File: src/rtl/bcd_pkg.sv
// Shared types and constants for the serial double-dabble binary-to-BCD converter.
package bcd_pkg;

    typedef enum logic [1:0] {
        StIdle,
        StShift,
        StDone
    } state_e;

    localparam logic [3:0] BCD_NINE = 4'd9;
    localparam int unsigned MAX_DIGITS = 16;

    // All-nines pattern covering exactly `digits` digits: the largest value below 10^digits.
    function automatic logic [4*MAX_DIGITS-1:0] sat_pattern(input int unsigned digits);
        logic [4*MAX_DIGITS-1:0] pat;
        pat = '0;
        for (int unsigned d = 0; d < MAX_DIGITS; d++) begin
            if (d < digits) begin
                pat[4*d +: 4] = BCD_NINE;
            end
        end
        return pat;
    endfunction

endpackage

File: src/rtl/bcd_digit_cell.sv
// One double-dabble digit step: add 3 when the digit is 5 or more, then shift left
// with carry-in.
module bcd_digit_cell (
    input  logic [3:0] digit_i,
    input  logic       carry_i,
    output logic [3:0] digit_o,
    output logic       carry_o
);

    logic [3:0] adj;

    always_comb begin
        adj     = (digit_i >= 4'd5) ? digit_i + 4'd3 : digit_i;
        digit_o = {adj[2:0], carry_i};
        carry_o = adj[3];
    end

endmodule

File: src/rtl/bcd_serial_converter.sv
// Iterative binary-to-BCD converter that takes one input bit per clock. It has a
// valid/ready handshake, overflow saturation and a leading-zero blanking mask.
module bcd_serial_converter
    import bcd_pkg::*;
#(
    parameter int unsigned BIN_WIDTH = 16,
    parameter int unsigned DIGITS    = 5
) (
    input  logic                  clk,
    input  logic                  reset_n,
    input  logic                  in_valid,
    output logic                  in_ready,
    input  logic [BIN_WIDTH-1:0]  binary_in,
    output logic                  out_valid,
    input  logic                  out_ready,
    output logic [4*DIGITS-1:0]   bcd_out,
    output logic [DIGITS-1:0]     blank_mask,
    output logic                  overflow
);

    localparam int unsigned CNT_W = $clog2(BIN_WIDTH + 1);
    localparam logic [CNT_W-1:0] CNT_INIT = CNT_W'(BIN_WIDTH);
    localparam logic [CNT_W-1:0] CNT_ONE  = CNT_W'(1);
    localparam logic [4*MAX_DIGITS-1:0] SAT_FULL = sat_pattern(DIGITS);
    localparam logic [4*DIGITS-1:0] SAT = SAT_FULL[4*DIGITS-1:0];

    state_e                 state_q, state_d;
    logic [CNT_W-1:0]       cnt_q, cnt_d;
    logic [BIN_WIDTH-1:0]   shreg_q, shreg_d;
    logic [4*DIGITS-1:0]    digits_q, digits_d;
    logic                   ovf_acc_q, ovf_acc_d;
    logic [4*DIGITS-1:0]    bcd_q, bcd_d;
    logic [DIGITS-1:0]      blank_q, blank_d;
    logic                   ovf_q, ovf_d;
    logic                   out_valid_q, out_valid_d;

    logic [4*DIGITS-1:0]    shifted;
    logic [DIGITS:0]        carry;
    logic [DIGITS-1:0]      blank_fin;
    logic                   zero_above;
    logic                   fin_ovf;

    // The binary MSB feeds the ones digit; each digit's bit3 feeds the next one up.
    assign carry[0] = shreg_q[BIN_WIDTH-1];

    for (genvar g = 0; g < DIGITS; g++) begin : g_cell
        bcd_digit_cell u_cell (
            .digit_i (digits_q[4*g +: 4]),
            .carry_i (carry[g]),
            .digit_o (shifted[4*g +: 4]),
            .carry_o (carry[g+1])
        );
    end

    // Anything shifted out of the top digit means the value needs more digits.
    assign fin_ovf = ovf_acc_q | carry[DIGITS];

    always_comb begin
        blank_fin  = '0;
        zero_above = 1'b1;
        for (int d = int'(DIGITS) - 1; d >= 1; d--) begin
            zero_above   = zero_above && (shifted[4*d +: 4] == 4'd0);
            blank_fin[d] = zero_above;
        end
    end

    always_comb begin
        state_d     = state_q;
        cnt_d       = cnt_q;
        shreg_d     = shreg_q;
        digits_d    = digits_q;
        ovf_acc_d   = ovf_acc_q;
        bcd_d       = bcd_q;
        blank_d     = blank_q;
        ovf_d       = ovf_q;
        out_valid_d = out_valid_q;
        unique case (state_q)
            StIdle: begin
                if (in_valid) begin
                    shreg_d   = binary_in;
                    digits_d  = '0;
                    ovf_acc_d = 1'b0;
                    cnt_d     = CNT_INIT;
                    state_d   = StShift;
                end
            end
            StShift: begin
                shreg_d   = {shreg_q[BIN_WIDTH-2:0], 1'b0};
                digits_d  = shifted;
                ovf_acc_d = fin_ovf;
                cnt_d     = cnt_q - CNT_ONE;
                if (cnt_q == CNT_ONE) begin
                    state_d = StDone;
                    bcd_d   = fin_ovf ? SAT : shifted;
                    blank_d = fin_ovf ? '0 : blank_fin;
                    ovf_d   = fin_ovf;
                end
            end
            StDone: begin
                out_valid_d = 1'b1;
                if (out_valid_q && out_ready) begin
                    out_valid_d = 1'b0;
                    state_d     = StIdle;
                end
            end
            default: state_d = StIdle;
        endcase
    end

    always_ff @(posedge clk or negedge reset_n) begin
        if (!reset_n) begin
            state_q     <= StIdle;
            cnt_q       <= '0;
            shreg_q     <= '0;
            digits_q    <= '0;
            ovf_acc_q   <= 1'b0;
            bcd_q       <= '0;
            blank_q     <= '0;
            ovf_q       <= 1'b0;
            out_valid_q <= 1'b0;
        end else begin
            state_q     <= state_d;
            cnt_q       <= cnt_d;
            shreg_q     <= shreg_d;
            digits_q    <= digits_d;
            ovf_acc_q   <= ovf_acc_d;
            bcd_q       <= bcd_d;
            blank_q     <= blank_d;
            ovf_q       <= ovf_d;
            out_valid_q <= out_valid_d;
        end
    end

    assign in_ready   = (state_q == StIdle);
    assign out_valid  = out_valid_q;
    assign bcd_out    = bcd_q;
    assign blank_mask = blank_q;
    assign overflow   = ovf_q;

endmodule

File: config.mk
export PLATFORM = sky130hd
export DESIGN_NAME = bcd_serial_converter
export DESIGN_NICKNAME = d
export VERILOG_FILES = /design/src/rtl/bcd_pkg.sv /design/src/rtl/bcd_digit_cell.sv /design/src/rtl/bcd_serial_converter.sv
export SDC_FILE = /design/constraint.sdc
export NUM_CORES = 1
export LEC_CHECK = 0
export ABC_AREA = 1
export BUFFER_PORTS_ARGS = -buffer_cell sky130_fd_sc_hd__buf_2
export CORE_MARGIN = 1
export CORE_UTILIZATION = 51
export DETAILED_ROUTE_END_ITERATION = 8
export GPL_TIMING_DRIVEN = 0
export HOLD_SLACK_MARGIN = 0.06
export PLACE_DENSITY = 0.75
export SLEW_MARGIN = 25
export SYNTH_ARGS = -nofsm -noshare
export SYNTH_HDL_FRONTEND = slang
export SYNTH_SLANG_ARGS = --single-unit
File: constraint.sdc
create_clock -name clk -period 1.4 [get_ports clk]
set_input_delay 0.07 -clock clk [delete_from_list [all_inputs] [get_ports clk]]
set_output_delay 0.07 -clock clk [all_outputs]
set_load 0.02 [all_outputs]
==> impl_metrics.ini <==
[cts]
path_clk_slew_ps = 70
clockRootBuffer = clkbuf_8
clock_latency_ps = 350
cts-buffers-inserted = 9
cts_num_sinks = 70
htree_levels = 3
cts_max_path_buffers = 2
tritoncts = done

[setup_path]
crit_family = simple AND/OR/NAND/NOR gates
path_buf_inv = 2
endpoint_kind = flip-flop
critPathMaxStageDelay_ps = 390
critPathLaunch = digits_q[5]
arrival_ps = 1830
r2r_end = blank_mask[1]
slowest_stage = dfrtp_1
critPathMaxFanout = 4
endpoint = blank_mask[1]
rr_startpoint = digits_q[5]
critical_path_depth = 10
cp_cell_sequence = inv_2, ha_4, inv_2, o21ai_2, nand2_2, o21ai_4, nand2_2, nor2_2, nand3_1, nand2_1
critPathLaunchType = flip-flop
criticalPathCategory = reg -> reg
r2r_setup_slack_ps = -130
reg2reg_depth = 10
crit_required_ps = 1690

[place]
portBuffers = 46
globalplace.congestion = 0.915
dpl_cell_area_mm2 = 0.00380
dp_slack_ps = -338
hpwlAfterDp_mm = 5.20

[floorplan]
chipHeight_um = 83.2
core.rowCount = 29
core_mm2 = 0.00635
die_area_mm2 = 0.00692
die_x_um = 83.2
io_pins = 48
start_util_pct = 52.9

[timing]
hold_violations = 0
drv_slew = 0
post-route-period-util_pct = 110
min_period_ps = 1530
rsz0062_at_grt = true
timing.final.ws_setup_ps = -135
fmax_mhz = 652
finalSetupViolCount = 27
skew_ps = 9.95

[global_route]
antenna_found_initial = 0
track_usage_pct = 26.6
grt_pass1_wl_mm = 14.5
grt_overflow = 0
grt_max_degree = 47
grt_pass1_vias = 3108

[outcome]
status = finished, violations left
violations = setup timing

[drt]
drc = 0
drtPass1Iterations = 4
avgViaCountPerCell = 5.40
wire_per_inst_um = 15.2
routed_wl_mm = 8.80
num_vias = 3128
ant_nets = 0
drt_iter0_drc = 156

[logic_synthesis]
ys_seq_elements = 70
synth_edf_count = 0
synthCells = 386
synth_nets = 418
synth.cell_area_mm2 = 0.00336
seq_area_frac_synth_pct = 52.1
synthFlopType = dfrtp_1
async_flop_share_pct = 100
ys_types = 31
synth_top_area_cell = dfrtp_1
synth_top_area_share_pct = 52.1
synth.area.top_cells = dfrtp_1 (52%), nand2_1 (11%), inv_1 (4.6%), ha_1 (4.5%), o22ai_1 (3.9%)
ys_warn_count = 0
avgSynthCellArea_um2 = 8.71

[finish]
fillers = 430
antennaDiodeCount = 0
stdcell_area_mm2 = 0.00469
multi_input_area_mm2 = 0.00164
syn2layout_area_growth_pct = 39.6
final_nets = 529
ff_latch_area_mm2 = 0.00175
drive_gt1_share_pct = 37.8

[power]
total_leakage_power_nw = 2.34
p_total_mw = 11.8
p_per_area_mw_per_mm2 = 2520
vdd_drop_max_mv = 1.39

[hold_path]
hp-class = in -> async

[run]
maxCapViolCount = 0
## through the flow
step	hold WS (ps)	util (%)	setup TNS, ps	instances
final	169	73.9	-2430	579
after global routing	195	73.9	-4640	579
after CTS	180	70.2	-1680	568
after detailed placement	5.96	59.9	-7270	510
after global placement	285	59.4	-15350	509
after floorplan	-226	-	-123	386
## cell families (layout without fill, tap and decap cells)
logic type / after synthesis / count (layout) / synth area share [%]
xor gates and xnor gates: 1 / 1 / 0.261
AOI/OAI and AO/OA: 81 / 81 / 15.3
and+or+nand+nor: 162 / 162 / 20.4
adders and majority gates: 12 / 12 / 4.47
DFF: 70 / 70 / 52.1
other: 1 / 1 / 0.112
buffers and inverters: 59 / 175 / 7.41
## synth_stat cells (2+ instances only)
library cell	instances
a21oi_1	15
a22oi_1	10
and2_1	2
buf_2	5
buf_4	3
clkbuf_1	3
dfrtp_1	70
ha_1	12
inv_1	41
inv_2	5
nand2_1	102
nand2_2	2
nand3_1	16
nand4_1	7
nor2_1	28
o211ai_1	5
o21ai_0	15
o21ai_1	3
o21ai_2	10
o22ai_1	21
## flip-flops by register name, summed over array words and instances (netlist names)
register,count
cnt_q,5
out_valid,1
bcd_out,20
digits_q,20
overflow,1
blank_mask,4
state_q,2
ovf_acc_q,1
shreg_q,16
## worst min path at each step
stage	slack (ps)	cells past startpoint	start	to
after floorplan	-230	0	reset_n	bcd_out[0]
after global placement	290	3	binary_in[0]	shreg_q[0]
after detailed placement	6	1	reset_n	bcd_out[18]
after CTS	180	2	reset_n	digits_q[9]
after global routing	190	2	reset_n	digits_q[9]
final	170	2	reset_n	bcd_out[18]
## power by group
part / internal (mW) / leakage, nW / switching, mW
clock network: 0.812 / 0.0968 / 0.768
logic: 2.69 / 1.38 / 3.98
registers: 2.95 / 0.866 / 0.636
## routing by layer
layer	wire, µm	global-route usage [%]	share of wire [%]
met1	3680	32.7	42
met2	4610	45.9	52
met3	375	5.86	4.3
met4	138	9.56	1.6
met5	0	0	0
## placed cells by master (no fill, tap or decap), types with 5 or more instances in the layout
| master | Yosys | routed |
|---|---|---|
| inv_1 | 41 | 25 |
| o21ai_2 | 10 | 12 |
| nand4_1 | 7 | 7 |
| clkbuf_8 | 0 | 9 |
| buf_2 | 5 | 46 |
| nand3_1 | 16 | 11 |
| o21ai_0 | 15 | 12 |
| buf_4 | 3 | 36 |
| nand2_2 | 2 | 15 |
| o211ai_1 | 5 | 5 |
| nor2_1 | 28 | 22 |
| inv_4 | 1 | 5 |
| inv_2 | 5 | 16 |
| ha_4 | 0 | 5 |
| nand2_4 | 0 | 5 |
| a22oi_1 | 10 | 10 |
| nand2_1 | 102 | 83 |
| dfrtp_1 | 70 | 69 |
| ha_1 | 12 | 6 |
| dlygate4sd3_1 | 0 | 19 |
| a21oi_1 | 15 | 13 |
| o22ai_1 | 21 | 20 |
## repair_timing
item	CTS	global route
hold buffers	19	0
buffers inserted	23	11
pin swaps	19	20
endpoints found under the setup margin	58	59
hold endpoints to repair	89	0
resized for setup	38	44
## area by class of cell
type / instances / area share (%)
flip-flops and latches: 70 / 37.3
multi-input cells: 257 / 34.9
repair buffers: 100 / 15.1
inverters: 47 / 4.13
clock buffers: 11 / 2.80
plain buffers: 12 / 2.59
well taps: 77 / 2.05
clock inverters: 5 / 1.07
Power figures use the tool's default switching activity.
